===== config.mk =====
export PLATFORM = sky130hd
export DESIGN_NAME = exc_sequencer
export DESIGN_NICKNAME = d
export VERILOG_FILES = /design/src/rtl/exc_sequencer.sv
export SDC_FILE = /design/constraint.sdc
export NUM_CORES = 1
export LEC_CHECK = 0
export CORE_MARGIN = 2
export CORE_UTILIZATION = 40
export CTS_BUF_LIST = sky130_fd_sc_hd__clkbuf_8
export DETAILED_ROUTE_END_ITERATION = 8
export DONT_BUFFER_PORTS = 1
export PLACE_DENSITY_LB_ADDON = 0.2
export SETUP_SLACK_MARGIN = 0.5
export SLEW_MARGIN = 30
export SYNTH_ARGS = -nofsm -noshare
export SYNTH_HDL_FRONTEND = slang
export SYNTH_SLANG_ARGS = --single-unit
export TNS_END_PERCENT = 50

===== constraint.sdc =====
create_clock -name clk -period 3 [get_ports clk]
set_input_delay 0.45 -clock clk [delete_from_list [all_inputs] [get_ports clk]]
set_output_delay 0.45 -clock clk [all_outputs]
set_load 0.005 [all_outputs]

===== src/rtl/exc_sequencer.sv =====
// Exception/ERET sequencer between the M stage and CP0: synchronizes and gates
// device interrupts, strobes CP0, and flushes/redirects the pipeline.
`timescale 1ns/1ps

module exc_sequencer #(
    parameter logic [31:0] HANDLER_ADDR = 32'h0000_4180,
    parameter int          SYNC_STAGES  = 2,
    parameter int          CNT_W        = 16
) (
    input  logic             clk,
    input  logic             reset,
    input  logic             m_valid,
    input  logic             m_exc,
    input  logic [4:0]       m_exc_code,
    input  logic [31:0]      m_pc,
    input  logic             m_bd,
    input  logic             m_eret,
    input  logic [5:0]       hw_int_async,
    input  logic             cp0_exc_now,
    input  logic [31:0]      cp0_epc,
    output logic             cp0_exc_req,
    output logic [4:0]       cp0_exc_code,
    output logic [29:0]      cp0_pc,
    output logic             cp0_bd,
    output logic [5:0]       cp0_hwint,
    output logic             cp0_exl_clr,
    output logic             m_kill,
    output logic             flush,
    output logic             redirect_valid,
    output logic [31:0]      redirect_pc,
    output logic             busy,
    output logic [CNT_W-1:0] exc_count
);

    typedef enum logic [1:0] {IDLE, TRAP, RET} state_e;

    state_e                            state_q;
    logic [SYNC_STAGES-1:0][5:0]       sync_q;
    logic                              flush_q;
    logic                              redirect_valid_q;
    logic [31:0]                       redirect_pc_q;
    logic                              busy_q;
    logic [CNT_W-1:0]                  exc_count_q;

    logic [5:0] int_sync;
    logic       idle_valid;
    logic       take;
    logic       eret_go;
    logic       unused_pc_bits;

    // NOTE: every flop here, synchronizer included, gets an async reset so the
    // first post-reset cycle can never present stale interrupt levels to CP0.
    always_ff @(posedge clk or negedge reset) begin
        if (!reset) begin
            sync_q <= '0;
        end else begin
            sync_q <= {sync_q[SYNC_STAGES-2:0], hw_int_async};
        end
    end

    assign int_sync = sync_q[SYNC_STAGES-1];

    // Events are only visible while a real instruction sits in M and we are
    // not mid-redirect; reset also forces the strobes low.
    assign idle_valid = reset && (state_q == IDLE) && m_valid;
    assign take       = idle_valid && cp0_exc_now;
    assign eret_go    = idle_valid && m_eret && !cp0_exc_now;

    assign cp0_hwint    = idle_valid ? int_sync : 6'b0;
    assign cp0_exc_req  = idle_valid && m_exc;
    assign cp0_exl_clr  = eret_go;
    assign m_kill       = take || eret_go;
    assign cp0_exc_code = m_exc_code;
    assign cp0_pc       = m_pc[31:2];
    assign cp0_bd       = m_bd;

    assign unused_pc_bits = ^m_pc[1:0];

    // NOTE: state and registered outputs use non-blocking assignments so all
    // of them update together from the same pre-edge values.
    always_ff @(posedge clk or negedge reset) begin
        if (!reset) begin
            state_q          <= IDLE;
            flush_q          <= 1'b0;
            redirect_valid_q <= 1'b0;
            redirect_pc_q    <= '0;
            busy_q           <= 1'b0;
            exc_count_q      <= '0;
        end else begin
            flush_q          <= 1'b0;
            redirect_valid_q <= 1'b0;
            redirect_pc_q    <= '0;
            busy_q           <= 1'b0;
            case (state_q)
                IDLE: begin
                    if (take) begin
                        state_q          <= TRAP;
                        flush_q          <= 1'b1;
                        redirect_valid_q <= 1'b1;
                        redirect_pc_q    <= HANDLER_ADDR;
                        busy_q           <= 1'b1;
                        if (exc_count_q != '1) begin
                            exc_count_q <= exc_count_q + 1'b1;
                        end
                    end else if (eret_go) begin
                        state_q          <= RET;
                        flush_q          <= 1'b1;
                        redirect_valid_q <= 1'b1;
                        redirect_pc_q    <= cp0_epc;
                        busy_q           <= 1'b1;
                    end
                end
                TRAP:    state_q <= IDLE;
                RET:     state_q <= IDLE;
                default: state_q <= IDLE;
            endcase
        end
    end

    assign flush          = flush_q;
    assign redirect_valid = redirect_valid_q;
    assign redirect_pc    = redirect_pc_q;
    assign busy           = busy_q;
    assign exc_count      = exc_count_q;

endmodule


; ---- Yosys cells after proc, flatten, opt, wreduce, memory -nomap -nowiden
; Cells that the tools add are included.
[op_classes]
eq_ne = 2
n_reduce_logical = 10
n_addsub = 1
muxes = 10
[op_table]
columns = operator, count
row1 = two-way mux 32 bit, 3
row2 = adder 16 x 1 -> 16 bit (second input constant), 1
row3 = != test 16 bit (second input constant), 1
row4 = logical AND 1 bit, 6
row5 = two-way mux 2 bit, 3
row6 = two-way mux 6 bit, 1
row7 = two-way mux 1 bit, 3
row8 = != test 3 bit (second input constant), 1
row9 = AND reduction 3 bit, 1
row10 = logical NOT 2 bit, 1
row11 = logical NOT 1 bit, 1
row12 = logical OR 1 bit, 1
[word_totals]
input_bits = 82
ff_bits = 63
wordCells = 29

; ---- Logic depth before layout (Yosys ltp)
[logic_depth]
depth_word = 8
mapped_depth = 6
depth_no_buf = 5

; ---- Worst setup path before layout
; OpenSTA, ideal clock, no wires.
[synth_path]
kind = register -> register
from = reg exc_count_q[0], in the netlist exc_count[0]
to = reg exc_count_q[14], in the netlist exc_count[14]
path_slack_ns = 1.378
stages_incl_launch_ff = 7
t_required_ns = 2.862
path_buffers = 1
arrival_ns = 1.484
path_cell_list = dfrtp_1 -> ha_1 -> nand4_1 -> nor4_2 -> buf_2 -> nor4_1 -> xor2_1
[synth_between]
elab_chain_cells = 2
[synth_rtl]
columns = item, line_no
row1 = "start, declared", 43  ; logic [CNT_W-1:0] exc_count_q;
row2 = "start signal, assigned", 103  ; exc_count_q <= exc_count_q + 1'b1;
row3 = branches (longest 2 deep; another with adder 16 x 1 -> 16 bit), -
; Several ways; the timed one is not identified.
; A chain may end at the register's enable or synchronous reset.

; ---- Worst setup path after layout
[layout_path]
from = reg state_q[1]
to = out cp0_exl_clr
[layout_between]
elab_chain_cells = 5
[layout_rtl]
columns = item, line_no
row1 = "start, declared", 37  ; state_e state_q;
row2 = "start signal, assigned", 83  ; state_q <= IDLE;
row3 = "start signal, assigned", 97  ; state_q <= TRAP;
row4 = "start signal, assigned", 106  ; state_q <= RET;
row5 = logical NOT 2 bit, 65  ; assign idle_valid = reset && (state_q == IDLE) && m_valid;
row6 = logical AND 1 bit (2 in a row), 65
row7 = logical AND 1 bit (2 in a row), 67  ; assign eret_go = idle_valid && m_eret && !cp0_exc_now;
row8 = "end, declared", 26  ; output logic cp0_exl_clr,
; Every way passes these cells.

==> results by group <==
Floorplan
  • Die Area: 7070 sq um
  • Die Wd: approximately 84 um
  • # IOs: between 150 and 200
  • Row count: 29
  • Die Y: ~84 um
  • Initial core utilization: 0.408
  • Core Region: about 6300 sq um

Yosys
  • Synth Area in Simple Gates: 0.187
  • Library cells used by synthesis: 23
  • Compound-Gate Fraction of Synth Area: 0.0146
  • Post-synthesis adder-cell area fraction: 0.00488
  • Mapped Nets: a little under 300
  • #FFs+latches synth: 63
  • Warnings, synthesis: 0
  • Multiplexer share of the synthesized area: 0.00439
  • Register area share after synthesis: 0.615
  • Post-synthesis instance total: roughly 210
  • Largest family of logic cells by synthesized area: simple AND/OR/NAND/NOR gates
  • Yosys top cell by area: dfrtp_1
  • Top post-synthesis cells by area: dfrtp_1, buf_4, and2_1, xor2_1, o21a_1
  • Synth Area per Inst: between 10 and 15 sq um
  • Post-Synthesis Cell Area: 2560 sq um
  • Top-area cell type share of the netlist area: 0.615
  • Post-Synth XOR/XNOR Area: 0.0512

STA
  • Post-layout min period: approximately 2.3 ns
  • RSZ-0062 raised after global routing: false
  • Fmax: between 400 and 500 MHz
  • Final Hold Fails: 0
  • Worst Tran Pin Value: 0.781 ns
  • Final setup vio count: 0
  • Max-slew violations: 0
  • Worst slew margin: 0.479
  • TNS Setup: 0 ns
  • Worst hold margin: ~0.14 ns
  • Final Cycle Share: 0.762
  • Layout Skew: approximately 0.009 ns

Placed design
  • RD Place Congestion: 0.745
  • I/O Buffers: 0
  • Detailed Place HPWL: around 3000 um

Setup path
  • Setup crit end kind: output port
  • Arrival time at the worst endpoint: roughly 1.8 ns
  • Worst Path Max Fanout: 30
  • Data required time at the worst endpoint: approximately 2.6 ns
  • CP Class: register to output port
  • Startpoint type of the worst setup path: register

Final layout
  • Seq. cell area: approximately 1600 sq um
  • Share of layout cells above drive strength 1: 0.126
  • Nets@finish: 260
  • Multi-input gate area: between 600 and 700 sq um
  • Most common cell after layout, fill and taps aside: dfrtp_1
  • Most frequent cells in the layout: dfrtp_1, and2_1, xor2_1
  • Area Overhead vs Synth: 0.537%
  • # fillers: 601
  • Antenna Cells: 0

Route
  • Iter 0 DRT Violations: about 90
  • WL final: 4420 um
  • Residual DRC count: 0
  • Routed Antenna Nets: 0
  • Detail-routed net length per standard cell: between 15 and 20 um
  • Vias: 1279
  • Drt pass-1 iters: 4
  • Vias per cell: approximately 5

Power
  • Pleak: approximately 1.3 nW
  • Peak supply drop: between 0.2 and 0.3 mV
  • Pwr Density: 665 nW/um^2

Clock network
  • Maximum root-to-sink buffer count: 2
  • Worst skew pair latency: between 0.3 and 0.4 ns
  • CTS resizes: 0
  • Clk sink count: 63
  • Clock slew at reported path FFs: about 0.080 ns
  • CTS tree: yes
  • Clock root buffer: clkbuf_8
  • CTS H-Tree Depth: 3
  • CTS buffer count: 9

GRT
  • Met3 Resource Use GR: 0.0574
  • First-pass GRT wire length: between 6000 and 7000 um
  • Total global routing overflow: 0
  • Met2 Track Usage GR: 0.188
  • Vias in the first global route: about 1300
  • GR peak layer: met2
  • Largest net degree at the start of global routing: 64
  • Grt met1 use: 0.154
  • GRT Util Overall: 0.130
  • Antenna violations before repair: 0

Outcome
  • Status: completed

Run
  • Max_cap viols: 0

Hold path
  • Min-Delay Path Class: input port to register
==> per-stage QoR <==
stage	util	worst slack [ns]	instance area, sq um	cells	total power [W]
6_report	0.411	0.715	2580	259	0.00171
4_1_cts	0.411	0.658	2580	259	0.00174
5_1_grt	0.411	0.504	2580	259	0.00180
3_5_place_dp	0.376	0.973	2360	241	0.00106
3_3_place_gp	0.376	1.01	2360	241	0.00105
2_1_floorplan	-	1.38	2560	207	0.00107
==> kinds of logic after synthesis <==
family,count (synthesis)
AND/OR/NAND/NOR,77
flip-flops,63
buffers and inverters,45
XOR/XNOR,15
AO/OA/AOI/OAI,5
multiplexers,1
adder cells (fa/ha/maj),1
==> sequential cells by signal, summed over array words and instances (netlist names) <==
signal / count
exc_count: 16
busy: 1
redirect_pc: 32
int_sync: 6
sync_q: 6
state_q: 2
==> synth_stat cells <==
library cell and count:
and2_1 36, and4_1 1, and3b_1 2, nor3_1 6, nor4_2 2, o21a_1 5
ha_1 1, nor4_1 5, nand4_1 5, dfrtp_1 63, nand2_1 8, buf_4 38
nor3b_1 2, clkbuf_1 4, nand3_1 4, nor2_1 2, or4b_4 1, buf_2 2
mux2_2 1, inv_1 1, and3_1 2, xor2_1 15, and4bb_2 1
==> power breakdown <==
group / internal [W] / switching [W] / total, W / leakage (nW)
sequential: 0.000899 / 0.0000615 / 0.000961 / 0.835
clock: 0.000324 / 0.000334 / 0.000658 / 0.0849
combinational: 0.0000441 / 0.0000507 / 0.0000948 / 0.332
==> layout make-up <==
cell class              count  share of cell area
clock inverters             6              0.0175
multi-input cells          99               0.261
well taps                  77              0.0374
clock buffers              10              0.0534
inverters                   1             0.00146
repair buffers              3              0.0175
flip-flops and latches     63               0.612
==> path summary, 6_finish.rpt <==
| kind | start | end | slack (ns) | cells past startpoint |
|---|---|---|---|---|
| hold / removal | hw_int_async[2] | sync_q[2]$_DFF_PN0_ | 0.14 | 0 |
| setup / recovery | state_q[1]$_DFFE_PN0P_ | cp0_exl_clr | 0.71 | 2 |
| min in group asynchronous | reset | redirect_pc[9]$_DFF_PN0_ | 0.65 | 2 |
| max in group asynchronous | reset | exc_count[4]$_DFFE_PN0P_ | 2.10 | 2 |
| setup reg to reg | exc_count[0]$_DFFE_PN0P_ | exc_count[1]$_DFFE_PN0P_ | 0.97 | 6 |
| hold reg to reg | sync_q[4]$_DFF_PN0_ | int_sync[4]$_DFF_PN0_ | 0.35 | 0 |
==> what timing repair did <==
item / in CTS / in global routing
hold buffers: 2 / 0
endpoints found under the hold margin: 63 / 0
buffers inserted: 0 / 0
==> metal layers <==
metal  vias to the layer above  share of wire
met5                         -              0
met4                         0          0.016
li1                        578              -
met3                        10          0.097
met2                        74           0.49
met1                       617           0.39
==> worst max-delay path: stages, from the launching register on <==
cell and delay, ns:
dfrtp_1 0.36, and4bb_2 0.43, and3b_1 0.71
(Power assumes the default switching activity.)
